<file path="config.mk">
export PLATFORM = sky130hd
export DESIGN_NAME = fft8_bfly_sched
export DESIGN_NICKNAME = d
export VERILOG_FILES = /design/src/rtl/fft8_bfly_sched.sv
export SDC_FILE = /design/constraint.sdc
export NUM_CORES = 1
export LEC_CHECK = 0
export CAP_MARGIN = 20
export CORE_ASPECT_RATIO = 0.9
export CORE_MARGIN = 1.5
export CORE_UTILIZATION = 50
export CTS_BUF_LIST = sky130_fd_sc_hd__clkbuf_8
export DETAILED_ROUTE_END_ITERATION = 8
export PLACE_DENSITY = 0.78
export SLEW_MARGIN = 5
export SYNTH_ARGS = -nofsm -noshare
export SYNTH_HDL_FRONTEND = slang
export SYNTH_SLANG_ARGS = --single-unit
</file>
<file path="constraint.sdc">
create_clock -name clk -period 3 [get_ports clk]
set_clock_uncertainty 0.05 [all_clocks]
set_input_delay 0.6 -clock clk [delete_from_list [all_inputs] [get_ports clk]]
set_output_delay 0.6 -clock clk [all_outputs]
set_load 0.05 [all_outputs]
</file>
<file path="src/rtl/fft8_bfly_sched.sv">
// fft8_bfly_sched: address/enable sequencer for one shared radix-2 butterfly
// running an 8-point in-place DIT FFT. Owns no data.
//   clk, rst          clock, synchronous active-high reset
//   start             begin a transform (IDLE only)
//   in_valid/in_ready load handshake; ld_we/ld_addr write samples bit-reversed
//   bf_rd_en, bf_addr_a/b, bf_tw_idx  butterfly issue (one per COMPUTE cycle)
//   bf_wr_en, bf_wr_addr_a/b          write-back, BFLY_LAT cycles after issue
//   stage, busy, done                 status
module fft8_bfly_sched #(
   parameter int BFLY_LAT = 2   // read-to-writeback latency, 1..7
) (
   input  logic       clk,
   input  logic       rst,
   input  logic       start,
   input  logic       in_valid,
   output logic       in_ready,
   output logic       ld_we,
   output logic [2:0] ld_addr,
   output logic       bf_rd_en,
   output logic [2:0] bf_addr_a,
   output logic [2:0] bf_addr_b,
   output logic [1:0] bf_tw_idx,
   output logic       bf_wr_en,
   output logic [2:0] bf_wr_addr_a,
   output logic [2:0] bf_wr_addr_b,
   output logic [1:0] stage,
   output logic       busy,
   output logic       done
);

   typedef enum logic [2:0] {IDLE, LOAD, COMPUTE, FLUSH, DONE} state_t;

   state_t     st, st_nx;
   logic [2:0] n;      // load count
   logic [1:0] j;      // butterfly index within stage
   logic [1:0] stg;    // stage counter
   logic [2:0] fcnt;   // flush cycle counter
   logic       last_flush;

   assign last_flush = (st == FLUSH) && (fcnt == 3'(BFLY_LAT - 1));

   // ---------------- next state ----------------
   always_comb begin
      st_nx = st;
      case (st)
         IDLE:    if (start) st_nx = LOAD;
         LOAD:    if (in_valid && n == 3'd7) st_nx = COMPUTE;
         COMPUTE: if (j == 2'd3) st_nx = FLUSH;
         FLUSH:   if (last_flush) st_nx = (stg == 2'd2) ? DONE : COMPUTE;
         DONE:    st_nx = IDLE;
         default: st_nx = IDLE;
      endcase
   end

   always_ff @(posedge clk) begin
      if (rst) begin
         st   <= IDLE;
         n    <= '0;
         j    <= '0;
         stg  <= '0;
         fcnt <= '0;
      end else begin
         st <= st_nx;
         case (st)
            IDLE: begin
               n   <= '0;
               j   <= '0;
               stg <= '0;
            end
            LOAD:    if (in_valid) n <= n + 3'd1;
            COMPUTE: begin
               j    <= j + 2'd1;   // wraps to 0 after j=3, ready for next stage
               fcnt <= '0;
            end
            FLUSH: begin
               fcnt <= fcnt + 3'd1;
               if (last_flush) begin
                  fcnt <= '0;
                  if (stg != 2'd2) stg <= stg + 2'd1;
               end
            end
            DONE:    stg <= '0;
            default: ;
         endcase
      end
   end

   // ---------------- load side ----------------
   assign in_ready = (st == LOAD);
   assign ld_we    = in_valid & in_ready;
   assign ld_addr  = ld_we ? {n[0], n[1], n[2]} : 3'd0;

   // ---------------- butterfly addressing ----------------
   // a = grp*2*span + pos, b = a + span, k = pos << (2-stage)
   logic [2:0] span, addr_a;
   logic [1:0] pos, grp;

   assign span   = 3'd1 << stg;
   assign pos    = j & 2'(span - 3'd1);
   assign grp    = j >> stg;
   assign addr_a = (({1'b0, grp} << stg) << 1) | {1'b0, pos};

   assign bf_rd_en  = (st == COMPUTE);
   assign bf_addr_a = bf_rd_en ? addr_a : 3'd0;
   assign bf_addr_b = bf_rd_en ? addr_a + span : 3'd0;
   assign bf_tw_idx = bf_rd_en ? 2'(pos << (2'd2 - stg)) : 2'd0;

   // ---------------- write-back delay line ----------------
   // Addresses shift along with the valid bit; idle slots carry zero so the
   // write address outputs stay 0 whenever bf_wr_en is low.
   logic       vld_pipe [BFLY_LAT];
   logic [2:0] wa_pipe  [BFLY_LAT];
   logic [2:0] wb_pipe  [BFLY_LAT];

   always_ff @(posedge clk) begin
      if (rst) begin
         for (int i = 0; i < BFLY_LAT; i++) begin
            vld_pipe[i] <= 1'b0;
            wa_pipe[i]  <= '0;
            wb_pipe[i]  <= '0;
         end
      end else begin
         vld_pipe[0] <= bf_rd_en;
         wa_pipe[0]  <= bf_addr_a;
         wb_pipe[0]  <= bf_addr_b;
         for (int i = 1; i < BFLY_LAT; i++) begin
            vld_pipe[i] <= vld_pipe[i-1];
            wa_pipe[i]  <= wa_pipe[i-1];
            wb_pipe[i]  <= wb_pipe[i-1];
         end
      end
   end

   assign bf_wr_en     = vld_pipe[BFLY_LAT-1];
   assign bf_wr_addr_a = wa_pipe[BFLY_LAT-1];
   assign bf_wr_addr_b = wb_pipe[BFLY_LAT-1];

   // ---------------- status ----------------
   assign stage = (st == COMPUTE || st == FLUSH) ? stg : 2'd0;
   assign busy  = (st != IDLE);
   assign done  = (st == DONE);

endmodule
</file>
==> results of run 1 <==
worst paths after layout:
path	depth (start not counted)	endpoint	start	slack, ns
max	3	bf_addr_b[0]	st[2]	0.16
min	1	wa_pipe[0][3]	wa_pipe[0][0]	0.40
max reg2reg	6	wb_pipe[0][1]	stg[0]	1.38
min reg2reg	1	wa_pipe[0][3]	wa_pipe[0][0]	0.40
flip-flops by register name, indices dropped and copies added, names as in the netlist:
name / cells
fcnt: 3
j: 2
n: 3
st: 3
stg: 2
vld_pipe: 2
wa_pipe: 6
wb_pipe: 6
routing by layer:
| layer | vias up | part of all wire [%] | track usage, % |
|---|---|---|---|
| li1 | 580 | - | - |
| met1 | 545 | 47 | 28.2 |
| met2 | 23 | 49 | 36.9 |
| met3 | 2 | 3.7 | 4.89 |
| met4 | 0 | 0.53 | 5.04 |
| met5 | - | 0 | 0 |
critical path, cell delays in order (launching register included):
cell and delay, ns:
dfxtp_1 0.42, or3b_1 0.52, nor2_1 0.16, clkdlybuf4s50_1 0.82
power by group through the flow:
| stage | Sequential (mW) | Clock, mW | Combinational [mW] |
|---|---|---|---|
| 2_1_floorplan | 0.377 | 0 | 0.0796 |
| 3_3_place_gp | 0.376 | 0 | 0.110 |
| 3_5_place_dp | 0.377 | 0 | 0.112 |
| 4_1_cts | 0.368 | 0.213 | 0.113 |
| 5_1_grt | 0.369 | 0.230 | 0.122 |
| 6_report | 0.368 | 0.205 | 0.113 |
cell type report:
class / instances / area, um^2
Timing Repair Buffer: 32 / 340
Clock buffer: 3 / 41.3
Clock inverter: 1 / 7.51
Inverter: 5 / 25.0
Sequential cell: 27 / 541
Tap cell: 28 / 35.0
Fill cell: 212 / 810
Multi-Input combinational cell: 113 / 732
logic make-up (layout without fill, tap and decap cells):
logic type	Yosys count	count (layout)	synth area share, %
muxes	3	3	2.17
DFF	27	27	39.1
AOI/OAI and AO/OA	24	24	10.6
and+or+nand+nor	77	77	32.3
adders and majority gates	8	8	7.24
buffers and inverters	19	41	7.96
xor gates and xnor gates	1	1	0.634
synthesized netlist by cell type, drive strengths merged (3+ instances only):
| cell | count | share of area [%] |
|---|---|---|
| a21oi | 11 | 4.0 |
| and2 | 5 | 2.3 |
| buf | 10 | 5.1 |
| clkbuf | 4 | 1.1 |
| dfxtp | 27 | 39 |
| ha | 8 | 7.2 |
| inv | 3 | 0.81 |
| mux2i | 3 | 2.2 |
| nand2 | 6 | 1.6 |
| nand2b | 10 | 5.1 |
| nand3 | 4 | 1.4 |
| nand4 | 4 | 1.8 |
| nand4b | 4 | 2.5 |
| nor2 | 16 | 4.3 |
| nor2b | 16 | 7.2 |
| o21ai | 4 | 1.4 |
| o31ai | 3 | 1.6 |
| or2 | 3 | 1.4 |
per-stage QoR:
stage | setup WS [ns] | instances
final | 0.157 | 209
after floorplan | 0.256 | 159
after CTS | 0.122 | 209
after detailed placement | 0.432 | 205
after global routing | 0.0633 | 209
after global placement | 0.513 | 205
==> results_dict.tcl, run 1 <==
set metrics [dict create \
    grt_first_pass_wirelength_mm 5.08 \
    fmax_ghz 0.352 \
    worst_pin_slew_ns 0.513 \
    cts_sinks 27 \
    synth_warnings 0 \
    cts_hold_buf 0 \
    critPathCaptureType "output pin" \
    die_height_um 52.9 \
    grt-ovfl-total 0 \
    grt.total_usage_pct 21.8 \
    port_buffers 28 \
    synth-seq-cells 27 \
    die_width_um 58.4 \
    layout_worst_path_cycle_share_pct 94.8 \
    clockBufferDepth 2 \
    core-area_um2 2530 \
    layout_commonest_cell "dfxtp_1" \
    num_vias 1150 \
    worst_ep_arrival_time_ns 2.19 \
    rsz0062_at_grt "no" \
    yosysSeqAreaShare_pct 39.1 \
    area_growth_pct 24.5 \
    grt_pass1_vias 1116 \
    drv_cap 0 \
    gp_congestion 0.851 \
    synth_edf_count 0 \
    post-route-cell-area_um2 1720 \
    p_int_mw 0.499 \
    clk_latency_ns 0.27 \
    ctsResizeCount 0 \
    cts_root_buffer "clkbuf_8" \
    crit_fanout 13 \
    combPwrFrac_pct 16.5 \
    syn_area_um2 1380 \
    diodes 0 \
    ir_drop_v 0.000374 \
    antenna_found_initial 0 \
    wl_per_cell_um 14.3 \
    drtIter0Drc 32 \
    setup_violations 0 \
    pwr-share-clk_pct 29.9 \
    htreeDepth 1 \
    path_clk_slew_ns 0.09 \
    synth_ff_type "dfxtp_1" \
    switchingPower_mw 0.187 \
    total_power_mw 0.687 \
    syn_avg_cell_area_um2 8.70 \
    wl_mm 2.99 \
    vias_per_cell 5.50 \
    p_per_area_nw_per_um2 399 \
    nets 194 \
    cts_setup_buffers 0 \
    seqPwrFrac_pct 53.6 \
    setup_tns_ns 0 \
    crit_required_ns 2.35 \
    io_pins 29 \
    synthArstFlopShare_pct 0 \
    hold_viol 0 \
    path_class "reg -> out" \
    drt_first_pass_iters 4 \
    slew_violations 0 \
    drc 0 \
    slew_headroom_pct 65.7 \
    dpl_cell_area_um2 1670 \
    die-area_um2 3090 \
    layout_common_cells "27 x dfxtp_1, 18 x clkdlybuf4s50_1, 16 x nor2_1, 16 x nor2b_1, 11 x a21oi_1" \
    layout_min_cycle_time_ns 2.84 \
    antenna_left 0 \
    row_count 17 \
    grt_max_degree 24 \
    numCtsBuffers 3 \
    place_hpwl_mm 2.21 \
    start_util_pct 54.6 \
    leakage_nw 0.685 \
    synth.net_count 171 \
    p_sw_share_pct 27.3 \
    timing.hold.ws_ns 0.397 \
    status "completed" \
    cts_tree "built" \
    synthCells 159 \
    post_route_cells_drive_above_1_share_pct 13.3 \
    hp-class "reg -> reg" \
    finish.utilization_pct 68.0 \
    yosysUniqueCellTypes 38 \
    critPathLaunchType "flop" \
]
(Power assumes the default switching activity.)
==> inputs of run 2 (changes only) <==
CAP_MARGIN = 15   (was 20)
==> results of run 2 <==
Same layout as run 1: the final DEF is identical, and so are final timing and power.
